File: config.mk
export PLATFORM = sky130hd
export DESIGN_NAME = clk_div_prog
export DESIGN_NICKNAME = d
export VERILOG_FILES = /design/src/rtl/clk_div_prog.sv
export SDC_FILE = /design/constraint.sdc
export NUM_CORES = 1
export LEC_CHECK = 0
export CAP_MARGIN = 20
export CORE_ASPECT_RATIO = 2
export CORE_MARGIN = 4
export CORE_UTILIZATION = 30
export DETAILED_ROUTE_END_ITERATION = 6
export GPL_TIMING_DRIVEN = 0
export PLACE_DENSITY = 0.5
export SKIP_LAST_GASP = 1
export SLEW_MARGIN = 20
export SYNTH_ARGS = -nofsm -noshare
export SYNTH_HDL_FRONTEND = slang
export SYNTH_SLANG_ARGS = --single-unit
File: constraint.sdc
create_clock -name i_clk -period 10.1 [get_ports i_clk]
set_input_delay 2.02 -clock i_clk [delete_from_list [all_inputs] [get_ports i_clk]]
set_output_delay 2.02 -clock i_clk [all_outputs]
set_load 0.05 [all_outputs]
File: src/rtl/clk_div_prog.sv
// clk_div_prog: multi-channel programmable frequency divider.
// Each channel runs an IDLE/RUN state machine with a counter that wraps at the
// active divisor N. It produces a divided waveform (high for ceil(N/2) cycles)
// and a one-cycle tick at the start of every period.
// Divisor changes and enable/disable take effect only at period boundaries.
// A sync-clear strobe restarts all running channels in phase.
// Optional feature macro: CLK_DIV_ODD_50_DUTY_EN. When it is defined, odd
// divisors get exactly 50% duty through a falling-edge copy of the waveform.
module clk_div_prog #(
    parameter int NUM_CH  = 4,
    parameter int CNT_W   = 8,
    parameter int DEF_DIV = 2
) (
    input  logic                      i_clk,
    input  logic                      i_rst_n,
    input  logic [NUM_CH-1:0]         i_en,
    input  logic [NUM_CH-1:0]         i_load,
    input  logic [NUM_CH*CNT_W-1:0]   i_div,
    input  logic                      i_sync_clr,
    output logic [NUM_CH-1:0]         o_clk_div,
    output logic [NUM_CH-1:0]         o_tick,
    output logic [NUM_CH-1:0]         o_active
);

    typedef enum logic {
        ST_IDLE = 1'b0,
        ST_RUN  = 1'b1
    } state_t;

    localparam logic [CNT_W-1:0] DEF_DIV_W = CNT_W'(DEF_DIV);
    localparam logic [CNT_W-1:0] CNT_ONE   = CNT_W'(1);
    localparam logic [CNT_W-1:0] DIV_MIN   = CNT_W'(2);

    // High-phase length ceil(n/2). One extra bit keeps n = 2^CNT_W-1 from overflowing.
    function automatic logic [CNT_W:0] half_up(input logic [CNT_W-1:0] n);
        return ({1'b0, n} + {{CNT_W{1'b0}}, 1'b1}) >> 1;
    endfunction

    for (genvar c = 0; c < NUM_CH; c++) begin : g_ch
        state_t           r_state, w_state_nxt;
        logic [CNT_W-1:0] r_cnt, w_cnt_nxt;
        logic [CNT_W-1:0] r_div, w_div_nxt;
        logic [CNT_W-1:0] r_pend, w_pend_nxt;
        logic             r_pvld, w_pvld_nxt;
        logic             r_clk, w_clk_nxt;
        logic             r_tick, w_tick_nxt;
        logic [CNT_W-1:0] w_ld_div;
        logic [CNT_W-1:0] w_new_div;
        logic             w_bound;

        assign w_ld_div = i_div[c*CNT_W +: CNT_W];

        // Next-state logic: counting, boundary handling, divisor staging, and the next output values.
        always_comb begin
            // NOTE: every signal driven here gets a default first so no path infers a latch.
            w_state_nxt = r_state;
            w_cnt_nxt   = r_cnt;
            w_div_nxt   = r_div;
            w_pend_nxt  = r_pend;
            w_pvld_nxt  = r_pvld;
            w_new_div   = r_div;
            w_bound     = 1'b0;

            case (r_state)
                ST_IDLE: begin
                    // Idle channels take a load straight into the active divisor.
                    w_pvld_nxt = 1'b0;
                    if (i_load[c]) begin
                        w_div_nxt = w_ld_div;
                    end
                    if (i_en[c] && (w_div_nxt >= DIV_MIN)) begin
                        w_state_nxt = ST_RUN;
                        w_cnt_nxt   = '0;
                    end
                end
                ST_RUN: begin
                    // A sync clear counts as a period boundary and overrides the normal wrap.
                    w_bound = i_sync_clr || (r_cnt == (r_div - CNT_ONE));
                    if (w_bound) begin
                        // This boundary applies the old pending value.
                        // A load on the same edge is held for the next boundary.
                        w_new_div  = r_pvld ? r_pend : r_div;
                        w_div_nxt  = w_new_div;
                        w_cnt_nxt  = '0;
                        w_pvld_nxt = i_load[c];
                        if (i_load[c]) begin
                            w_pend_nxt = w_ld_div;
                        end
                        if (!i_en[c] || (w_new_div < DIV_MIN)) begin
                            w_state_nxt = ST_IDLE;
                            // Once idle there is no boundary left to wait for.
                            // A coincident load becomes the active divisor.
                            if (i_load[c]) begin
                                w_div_nxt  = w_ld_div;
                                w_pvld_nxt = 1'b0;
                            end
                        end
                    end else begin
                        w_cnt_nxt = r_cnt + CNT_ONE;
                        if (i_load[c]) begin
                            w_pend_nxt = w_ld_div;
                            w_pvld_nxt = 1'b1;
                        end
                    end
                end
                default: w_state_nxt = ST_IDLE;
            endcase

            w_clk_nxt  = (w_state_nxt == ST_RUN) && ({1'b0, w_cnt_nxt} < half_up(w_div_nxt));
            w_tick_nxt = (w_state_nxt == ST_RUN) && (w_cnt_nxt == '0);
        end

        // State register: every per-channel register, outputs included, updates on the rising edge.
        always_ff @(posedge i_clk or negedge i_rst_n) begin
            // NOTE: sequential state uses non-blocking assignments.
            // All flops then update together from the pre-edge values.
            if (!i_rst_n) begin
                r_state <= ST_IDLE;
                r_cnt   <= '0;
                r_div   <= DEF_DIV_W;
                r_pend  <= '0;
                r_pvld  <= 1'b0;
                r_clk   <= 1'b0;
                r_tick  <= 1'b0;
            end else begin
                r_state <= w_state_nxt;
                r_cnt   <= w_cnt_nxt;
                r_div   <= w_div_nxt;
                r_pend  <= w_pend_nxt;
                r_pvld  <= w_pvld_nxt;
                r_clk   <= w_clk_nxt;
                r_tick  <= w_tick_nxt;
            end
        end

`ifdef CLK_DIV_ODD_50_DUTY_EN
        logic r_clk_fall;

        // Falling-edge copy of the waveform, half a cycle behind the rising-edge flop.
        always_ff @(negedge i_clk or negedge i_rst_n) begin
            if (!i_rst_n) begin
                r_clk_fall <= 1'b0;
            end else begin
                r_clk_fall <= r_clk;
            end
        end

        // For odd N, ANDing with the delayed copy trims half a cycle from the high phase.
        // That leaves exactly N/2 cycles high.
        assign o_clk_div[c] = (r_state == ST_RUN && r_div[0]) ? (r_clk & r_clk_fall) : r_clk;
`else
        assign o_clk_div[c] = r_clk;
`endif
        assign o_tick[c]   = r_tick;
        assign o_active[c] = (r_state == ST_RUN);
    end

endmodule

; Yosys cells after proc, flatten, opt, wreduce, memory -nomap -nowiden
; Index checks and enable logic that the tools add are counted.
[classes]
add_sub_neg = 12
n_bitwise = 4
reduce_logical = 32
n_mux = 72
n_lt_le_gt_ge = 12
n_eq_ne = 8
[ops]
columns = cell, n
row1 = $mux W8, 32
row2 = $pmux W8 S2, 8
row3 = $add A8 B1 Y9 const B, 4
row4 = $add A8 B1 Y8 const B, 4
row5 = $eq A8 B8 Y1, 4
row6 = $ge A8 B2 Y1 const B, 4
row7 = $logic_not A8 Y1, 4
row8 = $lt A8 B2 Y1 const B, 4
row9 = $lt A8 B8 Y1, 4
row10 = $sub A8 B1 Y8 const B, 4
row11 = $mux W1, 24
row12 = $pmux W1 S2, 8
row13 = $logic_and A1 B1 Y1, 12
row14 = $ne A3 B2 Y1 const B, 4
row15 = $logic_or A1 B1 Y1, 8
row16 = $reduce_and A2 Y1, 4
row17 = $logic_not A1 Y1, 4
row18 = $not A1 Y1, 4
[word_totals]
out_inout_bits = 12
in_bits = 43
reg_bits = 112

; Depth between registers and ports, before layout
[depth]
word_depth = 9
ltp_mapped = 19
depth_no_buf = 18

; Least setup slack after synthesis
; No wires, ideal clock.
[synth_path]
path_kind = input to register
start = input port i_sync_clr
end = register g_ch[3].r_clk
n_path_buf = 3
path_slack_ns = 4.910
arrival_ns = 5.124
cell_stages = 17
setup_time_ns = 0.066
t_required_ns = 10.034
path_cell_list = clkbuf_1 -> inv_1 -> clkbuf_1 -> o31ai_1 -> buf_2 -> o22ai_1 -> a22o_1 -> a21o_1 -> ha_1 -> nand2_1 -> nor4_1 -> xnor2_1 -> ha_1 -> a21o_1 -> a21o_1 -> a211oi_1 -> o311a_1
[synth_via]
elab_chain_cells = 6
[synth_rtl]
columns = item, line_no
row1 = "start, declared", 19  ; input logic i_sync_clr,
row2 = $logic_or A1 B1 Y1, 78  ; w_bound = i_sync_clr || (r_cnt == (r_div - CNT_ONE));
row3 = $mux W8, 79  ; if (w_bound) begin
row4 = $pmux W8 S2, 64  ; case (r_state)
row5 = net g_ch[3].w_div_nxt[0], 42  ; logic [CNT_W-1:0] r_div, w_div_nxt;
row6 = $add A8 B1 Y9, 36  ; return ({1'b0, n} + {{CNT_W{1'b0}}, 1'b1}) >> 1;
row7 = $lt A8 B8 Y1, 109  ; w_clk_nxt = (w_state_nxt == ST_RUN) && ({1'b0, w_cnt_nxt} < half_up(w_div_nxt));
row8 = $logic_and A1 B1 Y1, 109
row9 = net g_ch[3].w_clk_nxt, 45  ; logic r_clk, w_clk_nxt;
row10 = "end signal, assigned", 131  ; r_clk <= w_clk_nxt;
row11 = "end, declared", 45
; The timed path passes the listed nets, and every way through them passes these cells.
; A chain may end at the register's enable or synchronous reset.

; Worst setup path in the final report
[layout_path]
start = input port i_sync_clr
end = register g_ch[2].r_clk
[layout_via]
elab_chain_cells = 6
[layout_rtl]
columns = item, line_no
row1 = $logic_or A1 B1 Y1, 78
row2 = $mux W8, 79
row3 = $pmux W8 S2, 64
row4 = net g_ch[2].w_div_nxt[0], 42
row5 = $add A8 B1 Y9, 36
row6 = $lt A8 B8 Y1, 109
row7 = $logic_and A1 B1 Y1, 109
row8 = net g_ch[2].w_clk_nxt, 45
row9 = "end signal, assigned", 131
row10 = "end, declared", 45
; The timed path passes the listed nets, and every way through them passes these cells.

==> implementation parameters <==
Parameter                              Value

Detailed routing
  DRC violations left ... 0
  Met1 routed wirelength after detailed routing ... 8.70 mm
  Uppermost metal layer occupied by signal nets ... met4
  Mean number of vias per cell ... 5.51
  Routed wire length on met2 ... 14.9 mm
  Count of vias placed by the detailed router ... 7,314
  Starting DRT DRC Count ... 391
  Routed Antenna Nets ... 0
  Met3 Routed Length ... 713 µm
  Total Routed Length ... 26.0 mm
  Average wire per standard cell ... 19.6 µm
  Number of iterations in the first detailed-routing pass ... 5

STA
  Final setup violation count ... 0
  RSZ-0062 raised after global routing ... no
  Final worst path period need ... 5.95 ns
  Final Hold Violating Endpoints ... 0
  Clock skew after layout ... between 0.009 and 0.01 ns
  Slew at the pin closest to its max-slew limit ... 0.879 ns
  Highest attainable clock frequency ... 168 MHz
  Number of max-slew violations in the final report ... 0
  Normalized max-slew margin ... 0.412
  Final TNS setup ... 0 ns
  Final hold slack ... roughly 0.50 ns
  Part of the cycle the worst path needs ... 0.589

Run
  Number of max-capacitance violations reported ... 0

Power
  Worst-case vdd ir drop ... 0.0000889 V
  Standby leakage power ... 4.01 nW
  Power density relative to cell area ... approximately 220 nW/µm²

Logic synthesis
  Sequential-to-total area share from yosys stat ... 0.338
  EDFF count, synth ... 0
  Area leader, netlist ... dfrtp_1
  Async set or reset register ratio after synthesis ... 1.00
  Post-Syn Area per Cell ... 9.14 µm²
  Total number of yosys warnings ... 0
  Synth area leaders ... dfrtp_1 (33%), ha_1 (6.0%), mux2_2 (4.1%)
  Netlist cell types ... 87
  Post-synthesis instance total ... 908
  Share of the synthesized area in the top cell type ... 0.326
  Cell area after synthesis ... 8300 µm²
  Yosys reg bits ... 112
  Dominant synthesized flop cell ... dfrtp_1
  Synthesized Nets ... 991

GRT
  Antenna violations before repair ... 0
  Vias in the first global route ... 7,752
  Global-route wire length before repair ... 41.6 mm
  Largest net degree at the start of global routing ... 71
  Overall Global Routing Usage ... 0.173
  Total congestion overflow ... 0

Placement
  Half-perimeter wire length after placement ... 20.6 mm
  Placer congestion estimate ... 0.872
  Placed Instance Area ... around 9300 µm²
  Number of buffers inserted by port buffering ... 53

Clock tree
  Clock latency of the later-clocked register in the worst-skew pair ... 0.38 ns
  Clock transition at path regs ... 0.07 ns
  CTS H-Tree Depth ... 3
  CTS tree ... built
  Post-CTS repair timing setup buffer count ... 0
  Hold bufs inserted after CTS ... 0
  TritonCTS sink count ... between 100 and 150
  Maximum root-to-sink buffer count ... 2
  CTS Root Cell ... clkbuf_16
  CTS resizes ... 0
  Total clock buffers created by CTS ... 9

Layout
  Layout overhead on the synthesized area ... 16.4%
  Area of combinational cells with multiple inputs ... 5080 µm²
  FF/Latch Area ... about 2800 µm²
  Post-layout net count ... between 1,000 and 1,500
  Filler Cell Count ... 2,837
  Antenna diodes ... 0
  Final standard cell area without fillers ... 9650 µm²
  Share of layout cells above drive strength 1 ... 0.116

Setup path
  Crit Path Max Fanout ... 10
  Crit path launch type ... input pin
  Arrival time worst endpoint ... 6.25 ns
  Required time of the critical path ... 10.41 ns
  Path type of the worst setup path ... in -> reg
  Critical path endpoint category ... flop
  Critical-path top delay cell ... a211oi_1
  Critical-path cell list ... clkbuf_1 -> inv_1 -> clkbuf_1 -> o31a_1 -> nor3_1 -> a211oi_1 -> ha_1 -> inv_1 -> nor3_2 -> nand3b_1 -> ha_1 -> and4_1 -> a21oi_1 -> nand3_1 -> nor2_1
  Delay of the slowest cell on the worst path ... about 0.68 ns

Die
  Total Die Area ... 30,500 µm²
  Site row count ... 85
  # IOs ... 55
  Core region area ... between 20,000 and 30,000 µm²
  Die Y-Extent ... 243 µm
  Die Span X ... between 100 and 150 µm
  Effective utilization at floorplan ... 0.306

Worst hold path
  Path type of the worst min-delay path ... reg -> reg

Status
  Result of the run ... finished, final reports clean
-- layout make-up --
| cell class | count | area share |
|---|---|---|
| Clock inverter | 5 | 0.0108 |
| Timing Repair Buffer | 55 | 0.0608 |
| Sequential cell | 112 | 0.291 |
| Multi-Input combinational cell | 707 | 0.526 |
| Tap cell | 348 | 0.0451 |
| Clock buffer | 11 | 0.0241 |
| Inverter | 47 | 0.0183 |
| Buffer | 42 | 0.0241 |
-- state kept, by name, summed over array words and instances, names as in the netlist --
name / flops
g_ch.r_tick: 4
g_ch.r_pvld: 4
g_ch.r_state: 4
g_ch.r_cnt: 32
g_ch.r_div: 32
g_ch.r_pend: 32
g_ch.r_clk: 4
-- power breakdown --
group / leakage [nW] / internal, mW / total (mW) / switching, mW
sequential: 1.37 / 0.556 / 0.680 / 0.124
clock: 0.164 / 0.243 / 0.423 / 0.180
combinational: 2.48 / 0.401 / 0.977 / 0.576
-- layout by cell type, fill, tap and decap left out, types with 5 or more instances in the layout --
master           instances
ha_1                    40
nand2_1                 64
clkbuf_1                22
or4_1                    5
a21oi_1                 40
a21o_1                  14
mux2i_1                 19
o21ai_1                  6
nor2_1                  61
clkbuf_16                9
o31ai_1                  6
nand4_1                  8
o211ai_1                15
nand2b_1                 7
o22ai_1                  6
and3_1                  18
a31oi_1                 13
nand3_1                 30
a22oi_1                  5
or3_1                    9
nor2b_1                 17
nor4_1                  21
clkdlybuf4s50_1         52
dfrtp_1                108
inv_1                   46
nor3_1                  16
o2111ai_1                5
a211oi_1                 7
and2_1                   6
buf_4                   14
a221o_1                 10
xor2_1                  31
buf_2                    6
and4_1                   5
mux2_2                  30
a22o_1                   8
o21ai_0                 57
xnor2_1                 36
-- layer usage --
layer / up-vias / global-route usage
met3: 83 / 0.0268
met2: 179 / 0.339
li1: 3502 / -
met1: 3550 / 0.160
met4: 0 / 0.113
met5: - / 0
-- path summary, 6_finish.rpt --
check,startpoint,to,slack (ns),depth (start not counted)
max,i_sync_clr,g_ch[2].r_clk,4.15,15
min,g_ch[0].r_pend[0],g_ch[0].r_pend[0],0.50,2
max reg2reg,g_ch[2].r_div[1],g_ch[2].r_clk,5.38,17
min reg2reg,g_ch[0].r_pend[0],g_ch[0].r_pend[0],0.50,2
max in group asynchronous,i_rst_n,g_ch[1].r_div[1],7.85,3
min in group asynchronous,i_rst_n,g_ch[3].r_pend[0],1.41,1
-- critical path, delay by kind of cell --
| family | cells | cell delay [ns] |
|---|---|---|
| fa+ha+maj | 2 | 0.70 |
| buf+inv | 4 | 1.17 |
| simple gates | 6 | 1.12 |
| compound gates | 3 | 1.20 |
-- per-stage QoR --
step	utilization	setup slack [ns]	power [mW]	std cells
floorplan	-	4.91	1.36	908
global placement	0.341	2.13	1.66	1309
detailed placement	0.344	3.72	1.67	1311
CTS	0.356	4.14	2.10	1327
global route	0.356	3.91	2.22	1327
finish	0.356	4.15	2.08	1327
-- cells by family after synthesis --
kind of cell	count (synthesis)	share of synthesized area
buf+inv	89	0.0493
mux	49	0.0636
fa+ha+maj	40	0.0603
simple gates	300	0.199
flops	112	0.338
xor+xnor	67	0.0707
compound gates	251	0.219
-- cells in the mapped netlist, types with 10 or more instances --
library cell / count
nor2_1: 61
a21oi_1: 40
clkbuf_1: 20
ha_1: 40
and3_1: 18
nand2_1: 64
inv_1: 46
mux2_2: 30
a21o_1: 14
buf_4: 14
o21ai_0: 57
nand3_1: 30
xnor2_1: 36
xor2_1: 31
a221o_1: 10
a31oi_1: 13
dfrtp_1: 108
mux2i_1: 19
nor4_1: 21
nor3_1: 16
nor2b_1: 17
o211ai_1: 15
Note: power is estimated with default switching activity, not from simulation.
